## config.mk

```make
export PLATFORM = sky130hd
export DESIGN_NAME = gpio
export DESIGN_NICKNAME = d
export VERILOG_FILES = /design/src/rtl/gpio.sv
export SDC_FILE = /design/constraint.sdc
export NUM_CORES = 1
export LEC_CHECK = 0
export ABC_AREA = 1
export CORE_MARGIN = 2
export CORE_UTILIZATION = 65
export DETAILED_ROUTE_END_ITERATION = 8
export DONT_BUFFER_PORTS = 1
export GPL_TIMING_DRIVEN = 0
export HOLD_SLACK_MARGIN = 0.03
export MAX_ROUTING_LAYER = met4
export PLACE_DENSITY = 0.81
export SYNTH_ARGS = -nofsm -noshare
export SYNTH_HDL_FRONTEND = slang
export SYNTH_SLANG_ARGS = --single-unit
```

## constraint.sdc

```tcl
create_clock -name clk_i -period 3.4 [get_ports clk_i]
set_input_delay 0.34 -clock clk_i [delete_from_list [all_inputs] [get_ports clk_i]]
set_output_delay 0.34 -clock clk_i [all_outputs]
set_load 0.05 [all_outputs]
```

## src/rtl/gpio.sv

```systemverilog
// gpio: Wishbone B4 classic slave with general-purpose outputs, synchronized
// inputs and per-bit rising-edge interrupt capture.
//
// Register map (byte address bits [4:2], bits [1:0] ignored):
//   0 OUT     RW   drives gpio_out_o
//   1 IN      RO   synchronized gpio_in_i
//   2 EDGE_EN RW   per-bit rising-edge detect enable
//   3 PENDING RW1C captured edges
//   4 IRQ_EN  RW   per-bit interrupt enable
//   5..7      unmapped (error termination)
//
// Ports:
//   clk_i, rst_i            clock, synchronous active-high reset
//   gpio_cyc_i/stb_i/we_i   bus cycle, slave strobe, write enable
//   gpio_sel_i              byte lane selects
//   gpio_adr_i              byte address
//   gpio_dat_i/gpio_dat_o   write / read data
//   gpio_ack_o/gpio_err_o   single-cycle registered terminations
//   gpio_in_i               asynchronous input pins
//   gpio_out_o              registered output pins
//   gpio_irq_o              registered level interrupt
module gpio #(
  parameter int unsigned WIDTH     = 8,
  parameter int unsigned ADR_WIDTH = 32,
  parameter int unsigned DAT_WIDTH = 32,
  parameter int unsigned SEL_WIDTH = 4
) (
  input  logic                 clk_i,
  input  logic                 rst_i,
  input  logic                 gpio_stb_i,
  input  logic                 gpio_cyc_i,
  input  logic                 gpio_we_i,
  input  logic [SEL_WIDTH-1:0] gpio_sel_i,
  input  logic [ADR_WIDTH-1:0] gpio_adr_i,
  input  logic [DAT_WIDTH-1:0] gpio_dat_i,
  output logic [DAT_WIDTH-1:0] gpio_dat_o,
  output logic                 gpio_ack_o,
  output logic                 gpio_err_o,
  input  logic [WIDTH-1:0]     gpio_in_i,
  output logic [WIDTH-1:0]     gpio_out_o,
  output logic                 gpio_irq_o
);

  typedef enum logic [2:0] {
    REG_OUT   = 3'd0,
    REG_IN    = 3'd1,
    REG_EDGE  = 3'd2,
    REG_PEND  = 3'd3,
    REG_IRQEN = 3'd4
  } reg_e;

  logic [WIDTH-1:0]     out_q, out_d;
  logic [WIDTH-1:0]     edge_q, edge_d;
  logic [WIDTH-1:0]     pend_q, pend_d;
  logic [WIDTH-1:0]     irqen_q, irqen_d;
  logic [WIDTH-1:0]     sync1_q, sync2_q, prev_q;
  logic                 ack_q, ack_d;
  logic                 err_q, err_d;
  logic                 irq_q, irq_d;
  logic [DAT_WIDTH-1:0] dat_q, dat_d;

  logic [WIDTH-1:0]     wmask;
  logic [WIDTH-1:0]     wdata;
  logic [WIDTH-1:0]     clr;
  logic [WIDTH-1:0]     rise;
  logic [DAT_WIDTH-1:0] rdata;
  logic                 access;
  logic                 bad;
  reg_e                 idx;

  // Only adr[4:2], the low data bits and the low lanes are used.
  logic unused;
  assign unused = ^{gpio_adr_i, gpio_dat_i, gpio_sel_i};

  // Byte lane n gates bits [8n+7:8n].
  for (genvar b = 0; b < WIDTH; b++) begin : g_mask
    assign wmask[b] = gpio_sel_i[b/8];
  end

  assign wdata  = gpio_dat_i[WIDTH-1:0];
  assign idx    = reg_e'(gpio_adr_i[4:2]);
  assign access = gpio_cyc_i & gpio_stb_i & ~ack_q & ~err_q;
  assign bad    = (gpio_adr_i[4:2] > 3'd4) || (gpio_we_i && idx == REG_IN);
  assign rise   = sync2_q & ~prev_q & edge_q;

  always_comb begin
    rdata = '0;
    case (idx)
      REG_OUT:   rdata[WIDTH-1:0] = out_q;
      REG_IN:    rdata[WIDTH-1:0] = sync2_q;
      REG_EDGE:  rdata[WIDTH-1:0] = edge_q;
      REG_PEND:  rdata[WIDTH-1:0] = pend_q;
      REG_IRQEN: rdata[WIDTH-1:0] = irqen_q;
      default:   rdata = '0;
    endcase
  end

  always_comb begin
    out_d   = out_q;
    edge_d  = edge_q;
    irqen_d = irqen_q;
    clr     = '0;
    ack_d   = 1'b0;
    err_d   = 1'b0;
    dat_d   = '0;
    if (access) begin
      if (bad) begin
        err_d = 1'b1;
      end else begin
        ack_d = 1'b1;
        if (gpio_we_i) begin
          case (idx)
            REG_OUT:   out_d   = (out_q & ~wmask) | (wdata & wmask);
            REG_EDGE:  edge_d  = (edge_q & ~wmask) | (wdata & wmask);
            REG_PEND:  clr     = wdata & wmask;
            REG_IRQEN: irqen_d = (irqen_q & ~wmask) | (wdata & wmask);
            default:   ;
          endcase
        end else begin
          dat_d = rdata;
        end
      end
    end
    // A new edge outranks a simultaneous W1C of the same bit.
    pend_d = (pend_q & ~clr) | rise;
    irq_d  = |(pend_q & irqen_q);
  end

  always_ff @(posedge clk_i) begin
    if (rst_i) begin
      out_q   <= '0;
      edge_q  <= '0;
      pend_q  <= '0;
      irqen_q <= '0;
      sync1_q <= '0;
      sync2_q <= '0;
      prev_q  <= '0;
      ack_q   <= 1'b0;
      err_q   <= 1'b0;
      irq_q   <= 1'b0;
      dat_q   <= '0;
    end else begin
      out_q   <= out_d;
      edge_q  <= edge_d;
      pend_q  <= pend_d;
      irqen_q <= irqen_d;
      sync1_q <= gpio_in_i;
      sync2_q <= sync1_q;
      prev_q  <= sync2_q;
      ack_q   <= ack_d;
      err_q   <= err_d;
      irq_q   <= irq_d;
      dat_q   <= dat_d;
    end
  end

  assign gpio_dat_o = dat_q;
  assign gpio_ack_o = ack_q;
  assign gpio_err_o = err_q;
  assign gpio_out_o = out_q;
  assign gpio_irq_o = irq_q;

endmodule
```

==> impl_metrics.json, run 1 <==
{
  "num_io_pins": 124,
  "min_period_ns": 1.90,
  "dpl.hpwl_um": 4660,
  "min_path_type": "input pin to flip-flop",
  "core_area_um2": 4090,
  "cts_made_buffers": 9,
  "fmax_ghz": 0.527,
  "via_count": 2437,
  "holdPathStages": 2,
  "rr_startpoint": "gpio_ack_o$_SDFF_PP0_",
  "slew_violations": 0,
  "run_status": "finished clean",
  "cts_tree": "yes",
  "cts.hold.buffers_added": 0,
  "htree_levels": 3,
  "cts_setup_buffers": 0,
  "numClockSinks": 67,
  "area_growth_pct": 11.0,
  "vias_per_cell": 5.13,
  "leakagePower_nw": 1.40,
  "die_h_um": 70.0,
  "worstSetupStartpointType": "flip-flop",
  "worst_ep_arrival_time_ns": 2.13,
  "ys_types": 27,
  "crit_path_start": "gpio_ack_o$_SDFF_PP0_",
  "antenna_left": 0,
  "cap_violations": 0,
  "initial_core_util_pct": 69.3,
  "gp_congestion": 0.877,
  "nFillCells": 336,
  "reg2regPathDepth": 8,
  "grt_start_max_net_pins": 12,
  "drc_errors": 0,
  "cts_resized": 0,
  "firstDrtPassIters": 6,
  "power_density_nw_per_um2": 479,
  "fin_nets": 501,
  "report.final.setup_viol": 0,
  "end_kind": "flip-flop",
  "final_common_cell": "nand2_1",
  "diodes": 0,
  "fp.dieArea_um2": 4900,
  "fin_tns_setup_ns": 0,
  "min_to": "sync1_q[5]$_SDFF_PP0_",
  "max_slew_margin_pct": 62.6,
  "multi_input_area_um2": 1150,
  "clk_latency_ns": 0.34,
  "first_global_vias": 2207,
  "grtUsageTotal_pct": 27.6,
  "wl_um": 6360,
  "worst_pin_slew_ns": 0.561,
  "grt_pass1_wl_um": 10100,
  "hold-worst-slack_ns": 0.0931,
  "synthCells": 386,
  "die_w_um": 70.0,
  "worst-setup-path-type": "flip-flop to flip-flop",
  "regArea_um2": 1340,
  "dp_cells": 459,
  "max-clock-path-buffers": 2,
  "clk_pin_slew_worst_paths_ns": 0.07,
  "skew_ns": 0.00770,
  "placementRows": 23,
  "ys_seq_area_share_pct": 47.4,
  "hold_start": "gpio_in_i[5]",
  "totalPowerFinal_mw": 1.50,
  "wl_per_cell_um": 13.4,
  "finalCritPeriodShare_pct": 55.8,
  "synth.avg_cell_area_um2": 7.33,
  "synth_area_um2": 2830,
  "ir_worst_vdd_mv": 0.378,
  "final_cells": 475,
  "hold_violations": 0,
  "portBuffers": 0,
  "r2r_slack_ns": 1.50,
  "ys_warn_count": 0,
  "drive_gt1_share_pct": 14.1,
  "synth-seq-cells": 67,
  "grt_overflow": 0,
  "antenna_found_initial": 0,
  "rsz0062_at_grt": "false",
  "cts_root_buf": "clkbuf_8",
  "drtIter0Drc": 316,
  "crit_fanout": 9,
  "final_cell_mix": "82 x nand2_1, 69 x nor2_1, 67 x dfxtp_1",
  "postLayoutCoreUtil_pct": 76.9,
  "required_ns": 3.63
}
[metrics by stage]
| step | setup WS (ns) | area (um^2) |
|---|---|---|
| finish | 1.50 | 3140 |
| global route | 1.35 | 3140 |
| floorplan | 1.92 | 2920 |
| CTS | 1.48 | 3140 |
| detailed placement | 1.54 | 2980 |
| global placement | 1.55 | 2980 |
[kinds of logic (layout without fill, tap and decap cells)]
group	Yosys count	in the layout	synth area share, %
and+or+nand+nor	176	176	26.9
buffers and inverters	84	100	14.9
DFF	67	67	47.4
AOI/OAI and AO/OA	58	58	10.7
other	1	24	0.132
[how the worst max path moves through the flow]
stage | end | slack, ns | cells after the start
6_report | flip-flop | 1.50 | 8
5_1_grt | flip-flop | 1.35 | 8
4_1_cts | flip-flop | 1.48 | 8
3_5_place_dp | flip-flop | 1.54 | 8
3_3_place_gp | flip-flop | 1.55 | 8
2_1_floorplan | flip-flop | 1.92 | 8
[metal layers]
layer,wire length [um],GRT usage (%)
met5,0,-
met4,153,14.5
met3,621,6.78
met2,3050,43.7
met1,2530,32.6
[power by group]
group          leakage, nW  total [mW]  switching [mW]  internal (mW)
combinational        0.778       0.146           0.111         0.0349
sequential           0.544       0.808         0.00943          0.798
clock               0.0791       0.550           0.290          0.261
[worst max-delay path, stage by stage, from the launching register on]
cell	delay [ns]
dfxtp_1	0.48
inv_1	0.11
nand2_1	0.08
nor2_4	0.22
inv_2	0.12
nor2_2	0.26
nand2_2	0.21
o21ai_0	0.25
nor2_1	0.06
[cell usage after synthesis]
| library cell | instances | share of area [%] |
|---|---|---|
| nand2_2 | 2 | 0.44 |
| nand2_4 | 1 | 0.40 |
| nor2_1 | 69 | 9.2 |
| buf_4 | 24 | 6.4 |
| buf_2 | 1 | 0.18 |
| buf_1 | 3 | 0.40 |
| buf_6 | 2 | 0.80 |
| conb_1 | 1 | 0.13 |
| o21ai_0 | 16 | 2.8 |
| a22oi_1 | 3 | 0.80 |
| nor3_4 | 1 | 0.57 |
| nand4_4 | 1 | 0.75 |
| nand3_1 | 10 | 1.8 |
| and2_1 | 1 | 0.22 |
| nor2_4 | 1 | 0.40 |
| nor2_2 | 3 | 0.66 |
| a21oi_1 | 33 | 5.8 |
| clkbuf_1 | 3 | 0.40 |
| nand4_1 | 1 | 0.22 |
| inv_1 | 45 | 6.0 |
| o22ai_1 | 1 | 0.22 |
| nand3_2 | 4 | 1.4 |
| o21ai_1 | 4 | 0.71 |
| inv_2 | 6 | 0.80 |
| a221oi_1 | 1 | 0.31 |
| nand2_1 | 82 | 11 |
| dfxtp_1 | 67 | 47 |
[cell type report]
class | instances | area share, %
Buffer | 33 | 7.33
Clock buffer | 11 | 4.18
Clock inverter | 5 | 0.956
Inverter | 51 | 6.10
Multi-Input combinational cell | 258 | 36.7
Sequential cell | 67 | 42.7
Tap cell | 50 | 1.99
(Power assumes the default switching activity.)
==> run 2: changes to the inputs <==
--- a/config.mk
+++ b/config.mk
@@ -7,13 +7,13 @@
 export LEC_CHECK = 0
 export ABC_AREA = 1
 export CORE_MARGIN = 2
-export CORE_UTILIZATION = 65
+export CORE_UTILIZATION = 62
 export DETAILED_ROUTE_END_ITERATION = 8
 export DONT_BUFFER_PORTS = 1
 export GPL_TIMING_DRIVEN = 0
 export HOLD_SLACK_MARGIN = 0.03
 export MAX_ROUTING_LAYER = met4
-export PLACE_DENSITY = 0.81
+export PLACE_DENSITY = 0.78
 export SYNTH_ARGS = -nofsm -noshare
 export SYNTH_HDL_FRONTEND = slang
 export SYNTH_SLANG_ARGS = --single-unit
==> constraint.sdc (replaced) <==
create_clock -name clk_i -period 1.8 [get_ports clk_i]
set_input_delay 0.18 -clock clk_i [delete_from_list [all_inputs] [get_ports clk_i]]
set_output_delay 0.18 -clock clk_i [all_outputs]
set_load 0.05 [all_outputs]
==> impl_metrics.json, run 2 (same netlist as run 1, synthesis figures left out) <==
{
  "run_status": "finished clean",
  "slew_violations": 0,
  "die_h_um": 71.6,
  "wl_um": 6350,
  "grt_overflow": 0,
  "path_buf_inv": 2,
  "fp.dieArea_um2": 5120,
  "crit_family": "simple AND/OR/NAND/NOR gates",
  "cap_violations": 0,
  "portBuffers": 0,
  "gp_congestion": 0.865,
  "r2r_slack_ns": 0.15,
  "cts_root_buf": "clkbuf_8",
  "via_count": 2456,
  "clk_pin_slew_worst_paths_ns": 0.06,
  "final_common_cell": "nand2_1",
  "cts_tree": "yes",
  "nFillCells": 355,
  "diodes": 0,
  "crit_fanout": 8,
  "numClockSinks": 67,
  "required_ns": 2.05,
  "leakagePower_nw": 1.47,
  "worstSetupStartpointType": "flip-flop",
  "hold_violations": 0,
  "worst-setup-path-type": "flip-flop to flip-flop",
  "finalCritPeriodShare_pct": 91.7,
  "cts_setup_buffers": 0,
  "worstPathCellList": "inv_1 > nand2_1 > nor2_4 > inv_2 > nor2_1 > nand2_1 > a21oi_1",
  "end_kind": "flip-flop",
  "drtIter0Drc": 195,
  "ir_worst_vdd_mv": 0.603,
  "htree_levels": 3,
  "placementRows": 24,
  "core_area_um2": 4380,
  "grt_pass1_wl_um": 10300,
  "wl_per_cell_um": 13.0,
  "firstDrtPassIters": 9,
  "first_global_vias": 2306,
  "crit_path_max_incr_delay_ns": 0.41,
  "final_cell_mix": "82 x nand2_1, 69 x nor2_1, 65 x dfxtp_1",
  "antenna_found_initial": 0,
  "slowest_stage": "dfxtp_2",
  "skew_ns": 0.00750,
  "area_growth_pct": 17.1,
  "power_density_nw_per_um2": 869,
  "initial_core_util_pct": 64.6,
  "vias_per_cell": 5.01,
  "report.final.setup_viol": 0,
  "dpl.hpwl_um": 4470,
  "worst_pin_slew_ns": 0.601,
  "crit_top_cell": "nand2_1",
  "min_period_ns": 1.65,
  "drc_errors": 0,
  "postLayoutCellArea_um2": 3310,
  "die_w_um": 71.6,
  "postLayoutCoreUtil_pct": 75.6,
  "grtUsageTotal_pct": 27.1,
  "rsz0062_at_grt": "false",
  "fin_nets": 518,
  "min_path_type": "input pin to flip-flop",
  "max_slew_margin_pct": 59.9,
  "drive_gt1_share_pct": 13.5,
  "fmax_ghz": 0.606,
  "max-clock-path-buffers": 2,
  "dpl-instance-area_um2": 2980,
  "worst_ep_arrival_time_ns": 1.90,
  "cts_made_buffers": 9,
  "num_io_pins": 124,
  "clk_latency_ns": 0.34,
  "grt_start_max_net_pins": 11,
  "antenna_left": 0
}
[run 2: cell types whose count changed in the layout (fill, tap and decap cells not counted), sizes merged]
cell | before | now
clkinv | 3 | 0
dlygate4sd3 | 0 | 17
clkbuf | 14 | 15
clkinvlp | 2 | 0
[run 2: area by class of cell]
| class | instances | area [um^2] | area share (%) |
|---|---|---|---|
| multi-input combinational | 258 | 1160 | 35.0 |
| inverter | 51 | 191 | 5.78 |
| sequential | 67 | 1340 | 40.5 |
| timing repair buffer | 17 | 170 | 5.13 |
| clock buffer | 12 | 155 | 4.68 |
| buffer | 33 | 230 | 6.95 |
| tap | 52 | 65.1 | 1.96 |
[run 2: repair_timing]
action | 4_1_cts | 5_1_grt
resized for setup | 2 | 1
endpoints found under the hold margin | 24 | 0
endpoints found under the setup margin | 4 | 4
pin swaps | 0 | 0
hold buffers | 17 | 0
[run 2: path summary, 6_finish.rpt]
kind | from | to | cells after the start
worst max-delay path | gpio_err_o$_SDFF_PP0_ | gpio_dat_o[2]$_SDFF_PP0_ | 7
worst min-delay path | gpio_adr_i[2] | gpio_dat_o[4]$_SDFF_PP0_ | 3
worst max register to register | gpio_err_o$_SDFF_PP0_ | gpio_dat_o[2]$_SDFF_PP0_ | 7
worst min register to register | sync1_q[2]$_SDFF_PP0_ | sync2_q[2]$_SDFF_PP0_ | 2
[run 2: worst min-delay path, cell delays in order]
cell	delay [ns]
nor3_4	0.05
nand2_1	0.06
a21oi_1	0.06
[run 2: routing by layer]
| metal | GRT usage [%] | up-vias | wire length [um] |
|---|---|---|---|
| li1 | - | 1237 | - |
| met1 | 31.7 | 1086 | 2760 |
| met2 | 43.0 | 117 | 2910 |
| met3 | 8.58 | 16 | 544 |
| met4 | 11.3 | 0 | 125 |
| met5 | - | - | 0 |
[run 2: power by group]
group          switching, mW  leakage [nW]  internal [mW]
clock network          0.502        0.0803          0.545
logic                  0.218         0.849         0.0904
registers             0.0176         0.545           1.51
[run 2: stage by stage]
step / std cells / hold slack [ns] / worst slack (ns) / TNS [ns] / power [mW]
final: 490 / 0.0644 / 0.149 / 0 / 2.88
after global routing: 490 / 0.0706 / 0.0158 / 0 / 2.97
after CTS: 490 / 0.0616 / 0.0891 / 0 / 2.89
after detailed placement: 461 / 0.290 / -0.0103 / -0.0254 / 1.83
after global placement: 461 / 0.287 / 0.00772 / 0 / 1.82
after floorplan: 409 / 0.287 / 0.318 / 0 / 1.80
